==> src/rtl/alu_pkg.sv <==
// alu_pkg
// Definitions shared by the ALU writeback stage and the branch unit:
// - condition-code encoding (cond_e)
// - bit positions of the n, z, c, v flags inside a 4-bit flag vector
package alu_pkg;

  typedef enum logic [3:0] {
    COND_EQ = 4'h0,
    COND_NE = 4'h1,
    COND_CS = 4'h2,
    COND_CC = 4'h3,
    COND_MI = 4'h4,
    COND_PL = 4'h5,
    COND_VS = 4'h6,
    COND_VC = 4'h7,
    COND_HI = 4'h8,
    COND_LS = 4'h9,
    COND_GE = 4'hA,
    COND_LT = 4'hB,
    COND_GT = 4'hC,
    COND_LE = 4'hD,
    COND_AL = 4'hE
  } cond_e;

  localparam int FLAG_N = 3;
  localparam int FLAG_Z = 2;
  localparam int FLAG_C = 1;
  localparam int FLAG_V = 0;

endpackage

==> src/rtl/cond_check.sv <==
// cond_check
// Purely combinational condition evaluator. It is shared with the branch unit.
// Ports:
//   cond  - 4-bit condition code (cond_e encoding)
//   flags - flag vector {n,z,c,v}
//   pass  - 1 when the condition holds. Codes E and F always pass.
module cond_check
  import alu_pkg::*;
(
  input  logic [3:0] cond,
  input  logic [3:0] flags,
  output logic       pass
);

  logic n, z, c, v;

  assign n = flags[FLAG_N];
  assign z = flags[FLAG_Z];
  assign c = flags[FLAG_C];
  assign v = flags[FLAG_V];

  always_comb begin
    pass = 1'b1;
    case (cond_e'(cond))
      COND_EQ: pass = z;
      COND_NE: pass = !z;
      COND_CS: pass = c;
      COND_CC: pass = !c;
      COND_MI: pass = n;
      COND_PL: pass = !n;
      COND_VS: pass = v;
      COND_VC: pass = !v;
      COND_HI: pass = c & !z;
      COND_LS: pass = !c | z;
      COND_GE: pass = (n == v);
      COND_LT: pass = (n != v);
      COND_GT: pass = !z & (n == v);
      COND_LE: pass = z | (n != v);
      default: pass = 1'b1;
    endcase
  end

endmodule

==> src/rtl/alu_cond_writeback.sv <==
// alu_cond_writeback
// Conditional writeback stage that sits directly after the ALU.
// Each accepted ALU result is first checked against the architectural flags.
// - Instructions whose condition passes may update the flags.
// - Those same instructions may also queue a register-file write in a
//   one-entry valid/ready output register.
// - Instructions whose condition fails are squashed and counted in a
//   saturating counter.
// Ports:
//   clk, rst_n                       - clock, async active-low reset
//   in_valid/in_ready                - ALU-side handshake
//   in_result, in_flags, in_cond     - ALU result, raw {n,z,c,v}, condition
//   in_set_flags, in_reg_write       - instruction side effects
//   in_rd                            - destination register
//   out_valid/out_ready              - register-file side handshake
//   out_data, out_rd                 - pending write
//   flags_q                          - architectural flags {n,z,c,v}
//   squash_cnt                       - saturating count of failed conditions
module alu_cond_writeback
  import alu_pkg::*;
#(
  parameter int WIDTH      = 32,
  parameter int REG_ADDR_W = 4,
  parameter int CNT_W      = 16
) (
  input  logic                  clk,
  input  logic                  rst_n,
  input  logic                  in_valid,
  output logic                  in_ready,
  input  logic [WIDTH-1:0]      in_result,
  input  logic [3:0]            in_flags,
  input  logic [3:0]            in_cond,
  input  logic                  in_set_flags,
  input  logic                  in_reg_write,
  input  logic [REG_ADDR_W-1:0] in_rd,
  output logic                  out_valid,
  input  logic                  out_ready,
  output logic [WIDTH-1:0]      out_data,
  output logic [REG_ADDR_W-1:0] out_rd,
  output logic [3:0]            flags_q,
  output logic [CNT_W-1:0]      squash_cnt
);

  logic pass;
  logic accept;
  logic xfer;

  // The condition sees only the registered flags. There is no bypass from
  // in_flags, so a flag-setting instruction affects the next accept onward.
  cond_check u_cond_check (
    .cond  (in_cond),
    .flags (flags_q),
    .pass  (pass)
  );

  assign in_ready = !out_valid || out_ready;
  assign accept   = in_valid && in_ready;
  assign xfer     = out_valid && out_ready;

  always_ff @(posedge clk or negedge rst_n) begin
    if (!rst_n) begin
      out_valid  <= 1'b0;
      out_data   <= '0;
      out_rd     <= '0;
      flags_q    <= 4'b0000;
      squash_cnt <= '0;
    end else begin
      if (accept && pass) begin
        if (in_set_flags) begin
          flags_q <= in_flags;
        end
        // A new write may overwrite an entry that transfers this same cycle.
        if (in_reg_write) begin
          out_data  <= in_result;
          out_rd    <= in_rd;
          out_valid <= 1'b1;
        end else if (xfer) begin
          out_valid <= 1'b0;
        end
      end else begin
        if (accept && (squash_cnt != '1)) begin
          squash_cnt <= squash_cnt + CNT_W'(1);
        end
        if (xfer) begin
          out_valid <= 1'b0;
        end
      end
    end
  end

endmodule

==> config.mk <==
export PLATFORM = sky130hd
export DESIGN_NAME = alu_cond_writeback
export DESIGN_NICKNAME = d
export VERILOG_FILES = /design/src/rtl/alu_pkg.sv /design/src/rtl/cond_check.sv /design/src/rtl/alu_cond_writeback.sv
export SDC_FILE = /design/constraint.sdc
export NUM_CORES = 1
export LEC_CHECK = 0
export ABC_AREA = 0
export BUFFER_PORTS_ARGS = -buffer_cell sky130_fd_sc_hd__buf_2
export CELL_PAD_IN_SITES_DETAIL_PLACEMENT = 0
export CELL_PAD_IN_SITES_GLOBAL_PLACEMENT = 1
export CORE_AREA = 2 2 66 131
export CTS_CLUSTER_DIAMETER = 200
export DETAILED_ROUTE_END_ITERATION = 12
export DIE_AREA = 0 0 68 133
export PLACE_DENSITY = 0.75
export SETUP_SLACK_MARGIN = 0.4
export SLEW_MARGIN = 20
export SYNTH_ARGS = -nofsm -noshare
export SYNTH_HDL_FRONTEND = slang
export SYNTH_HIERARCHICAL = 1
export SYNTH_SLANG_ARGS = --single-unit
export TNS_END_PERCENT = 50
==> constraint.sdc <==
create_clock -name clk -period 4.3 [get_ports clk]
set_input_delay 0.215 -clock clk [delete_from_list [all_inputs] [get_ports clk]]
set_output_delay 0.215 -clock clk [all_outputs]
set_load 0.1 [all_outputs]
* Yosys cells after proc, flatten, opt, wreduce, memory -nomap -nowiden
Index checks and enable logic that the tools add are counted.
** Word-level totals
- Flip-flop bits (word level) :: 57
- Input port bits :: 50
- Logic and storage cells :: 45
** Cells by class
- Add/sub/neg operators :: 1
- Equality and inequality tests :: 16
- Muxes and demuxes :: 4
- Bitwise gates (word level) :: 5
- Reductions and logical operators :: 14
** Operators by type and width (number)
- $eq A4 B4 Y1 const B :: 6
- $add A16 B1 Y16 const B :: 1
- $eq A4 B3 Y1 const B :: 4
- $ne A16 B16 Y1 const B :: 1
- $pmux W1 S14 :: 1
- $eq A4 B2 Y1 const B :: 2
- $reduce_and A2 Y1 :: 3
- $logic_not A1 Y1 :: 5
- $eq A4 B1 Y1 const B :: 1
- $logic_and A1 B1 Y1 :: 4
- $logic_not A4 Y1 :: 1
- $mux W1 :: 3
- $and A1 B1 Y1 :: 2
- $or A1 B1 Y1 :: 2
- $eq A1 B1 Y1 :: 1
- $logic_or A1 B1 Y1 :: 1
- $ne A1 B1 Y1 :: 1
- $not A1 Y1 :: 1

* Logic depth before layout (Yosys ltp)
- Depth in word-level cells :: 6
- Depth in mapped cells :: 9
- Mapped depth without buffers :: 8

* Modules after synthesis
The synthesis kept the hierarchy.
** Modules (own cells, without submodules)
- alu_cond_writeback :: instances 1, cells each 162, area each 2506.2 µm², seq. area each 1426.4 µm²
- cond_check :: instances 1, cells each 23, area each 165.2 µm², seq. area each 0.0 µm²

* Worst setup path before layout
OpenSTA, ideal clock, no wires.
- Kind :: reg-to-reg
- Start point :: register flags_q[3]
- End point :: register squash_cnt[15]
- Setup time :: 0.159 ns
- Data arrival time :: 2.590 ns
- Data required time :: 4.141 ns
- Setup slack :: 1.552 ns
- Stages on the path, launching flop included :: 9
- Buffers on the path :: 0
- Cells stage by stage :: dfrtp_1 > xnor2_1 > a22oi_2 > xnor2_1 > a211o_1 > nand2b_4 > nor4_4 > nand4_1 > xnor2_1
** On the way
- Cells in the longest elaborated chain, start to end :: 6
- Elaborated cells on any way between the ends :: 9
** RTL lines
- start: declaration :: RTL line alu_cond_writeback.sv:40 : output logic [3:0] flags_q,
- start signal: assignment :: RTL line alu_cond_writeback.sv:70 : flags_q <= in_flags;
- $ne A1 B1 Y1 / $eq A1 B1 Y1 (equally long branches)
- $or A1 B1 Y1 / $and A1 B1 Y1 (equally long branches) :: RTL line cond_check.sv:38, cond_check.sv:37
- $pmux W1 S14 (*) :: RTL line cond_check.sv:24 : case (cond_e'(cond))
- via pass :: RTL line alu_cond_writeback.sv:44 : logic pass;
- $logic_and A1 B1 Y1 (*) :: RTL line alu_cond_writeback.sv:68 : if (accept && pass) begin
- $not A1 Y1 (no line) (*)
- $reduce_and A2 Y1 (no line) (*)
- end signal: assignment :: RTL line alu_cond_writeback.sv:82 : squash_cnt <= squash_cnt + CNT_W'(1);
- end: declaration :: RTL line alu_cond_writeback.sv:41 : output logic [CNT_W-1:0] squash_cnt
The timed path passes the listed nets; every way through them passes the cells marked *.
A chain may end at the register's enable or synchronous reset.

* Final worst setup path
- Start point :: register flags_q[3]
- End point :: register out_data[27]
** On the way
- Cells in the longest elaborated chain, start to end :: 5
- Elaborated cells on any way between the ends :: 8
** RTL lines
- $ne A1 B1 Y1 / $eq A1 B1 Y1 (equally long branches)
- $or A1 B1 Y1 / $and A1 B1 Y1 (equally long branches) :: RTL line cond_check.sv:38, cond_check.sv:37
- $pmux W1 S14 (*) :: RTL line cond_check.sv:24
- via pass :: RTL line alu_cond_writeback.sv:44
- $logic_and A1 B1 Y1 (*) :: RTL line alu_cond_writeback.sv:68
- $reduce_and A2 Y1 (no line) (*)
- end signal: assignment :: RTL line alu_cond_writeback.sv:74 : out_data <= in_result;
- end: declaration :: RTL line alu_cond_writeback.sv:38 : output logic [WIDTH-1:0] out_data,
Marked as above.

==> metrics.md <==
| Metric | Value |
|---|---|
| CTS tree | `done` |
| Syn-to-layout area delta | `34.1%` |
| Largest net degree at the start of global routing | `58` |
| Via count | `1886` |
| Max Slew Vio Count | `0` |
| # H-tree levels | `3` |
| Setup skew after layout | `0.00630 ns` |
| HPWL after DPL | `roughly 4100 µm` |
| Worst slew pin tran | `~0.85 ns` |
| Antenna violations before repair | `0` |
| Layout cells sized above 1 | `~57%` |
| Total core area | `approximately 0.0081 mm²` |
| Total CTS buffers | `9` |
| Finish-stage setup viols | `0` |
| Max-cap violations | `0` |
| WL/cell | `approximately 14 µm` |
| Commonest non-fill, non-tap cell in the layout | `buf_2` |
| Min Hold Slack | `approximately 0.043 ns` |
| Syn. warnings | `6` |
| Max Buffers Root-to-Sink | `2` |
| Full die area | `about 0.0090 mm²` |
| Nets | `350` |
| FILL cells | `about 770` |
| Crit Path Class | `reg2reg` |
| Setup TNS | `0 ns` |
| Slew headroom | `a little over two fifths` |
| DRT antenna net count | `0` |
| WP data required | `about 4.5 ns` |
| Num rows | `47` |
| Clk_lat worst skew | `0.32 ns` |
| Post-Syn Area | `between 0.002 and 0.003 mm²` |
| Root Buffer | `clkbuf_16` |
| Status | `finished, final reports clean` |
| Min-Delay Path Class | `in2async` |
| GRT overflow | `0` |
| Placer Congestion | `around 0.79` |
| Starting density of the core | `about a third` |
| Synthesis-stage register bit count | `between 50 and 60` |
| Die height | `133 µm` |
| Yosys cell types | `38` |
| Synthesized net count | `236` |
| Crit-path max FO | `37` |
| Num Clock Sinks | `57` |
| Final WL | `5660 µm` |
| Worst setup SP type | `register` |
| Most frequent cells in the layout | `buf_2 (107), dfrtp_1 (57), mux2_4 (29)` |
| RSZ-0062 raised after global routing | `no` |
| First-pass GRT wire length | `9080 µm` |
| Number of global-route vias before repair | `a little under 2000` |
| First-pass detailed-route iteration total | `4` |
| Number of primary I/O pins | `roughly 110` |
| Cts hold-fix bufs | `0` |
| Setup crit end kind | `register` |
| DR iter-0 viols | `88` |
| Sequential share of the synthesized area | `between 50% and 60%` |
| Post-CTS setup buffers | `0` |
| Min Tclk post-route | `2.51 ns` |
| Arrival time worst endpoint | `about 2.7 ns` |
| Resized cells post-CTS | `0` |
| # DRC | `0` |
| Antenna fix cells | `0` |
| Clk slew on worst S/H paths | `roughly 0.050 ns` |
| Gate Count Post-Synth | `between 150 and 200` |
| Period utilisation layout | `between 50% and 60%` |
| Port Buf Inserts | `107` |
| Die Span X | `68 µm` |
| Vias per cell | `between 4 and 5` |
| Syn avg cell area | `14.4 µm²` |
| Total track usage | `a little over an eighth` |
| Fin. Hold Viols | `0` |
| Fmax | `roughly 400 MHz` |
## state kept, by name (all words and copies together) (netlist names)
register	flops
out_valid	1
out_rd	4
out_data	32
flags_q	4
squash_cnt	16
## worst paths after layout
path                                 from              to  slack (ns)  depth (start not counted)
setup / recovery               flags_q[3]    out_data[27]        1.79                          6
hold / removal                      rst_n   squash_cnt[3]        0.04                          2
setup reg to reg               flags_q[3]    out_data[27]        1.79                          6
hold reg to reg            squash_cnt[10]  squash_cnt[10]        0.50                          1
max in group asynchronous           rst_n    out_data[24]        3.79                          2
min in group clk            in_result[20]    out_data[20]        0.12                          2
## cells by family after synthesis
logic type | share of synthesized area, %
xor+xnor | 5.57
fa+ha+maj | 0.468
flops | 53.4
simple gates | 13.7
mux | 22.1
buf+inv | 2.25
compound gates | 2.48
## layer usage
layer	wire length [µm]	vias up	global-route usage [%]
li1	-	892	-
met1	2420	872	17.1
met2	2530	115	19.5
met3	632	7	5.10
met4	81	0	6.56
met5	0	-	0
## area by class of cell
type                            instances  area [µm²]  share of cell area, %
Clock buffer                           13         250                   6.99
Multi-Input combinational cell        120        1180                   33.1
Tap cell                               98         123                   3.42
Inverter                                3        13.8                  0.384
Clock inverter                          3        40.0                   1.12
Sequential cell                        57        1430                   39.8
Timing Repair Buffer                  108         543                   15.2
## worst max-delay path, cell delays in order (launching register included)
cell     delay, ns
dfrtp_1       0.44
xnor2_1       0.17
a22oi_2       0.16
xnor2_1       0.15
a211o_1       0.22
nand4_4       0.67
mux2_4        0.56
## cell usage after synthesis, drive strengths merged
| master | instances | area [µm²] |
|---|---|---|
| dfrtp | 57 | 1430 |
| mux2 | 41 | 571 |
| xnor2 | 17 | 149 |
| nand4 | 10 | 92.6 |
| nand2 | 8 | 30.0 |
| nand3 | 7 | 35.0 |
| buf | 5 | 46.3 |
| and3 | 4 | 26.3 |
| nor2b | 4 | 32.5 |
| a21oi | 3 | 15.0 |
| and4 | 3 | 28.8 |
| inv | 3 | 13.8 |
| nor2 | 3 | 11.3 |
| nor3b | 3 | 33.8 |
| and2 | 2 | 12.5 |
| mux2i | 2 | 20.0 |
| nand2b | 2 | 20.0 |
| a211o | 1 | 8.76 |
| a21o | 1 | 8.76 |
| a22oi | 1 | 12.5 |
| a31oi | 1 | 6.26 |
| and3b | 1 | 8.76 |
| ha | 1 | 12.5 |
| nand4b | 1 | 8.76 |
| nor3 | 1 | 5.00 |
| nor4 | 1 | 21.3 |
| o22ai | 1 | 6.26 |
| o32ai | 1 | 8.76 |
## stage by stage
step	cell area [µm²]	setup WS, ns	utilization (%)	instances
floorplan	2670	1.55	-	185
finish	3580	1.79	44.1	402
global route	3580	1.63	44.1	402
detailed placement	3290	1.76	40.5	386
global placement	3290	1.84	40.5	386
CTS	3580	1.74	44.1	402
Power is not shown: default switching activity piles up to over one toggle a cycle in this logic, so the estimate is an artifact.
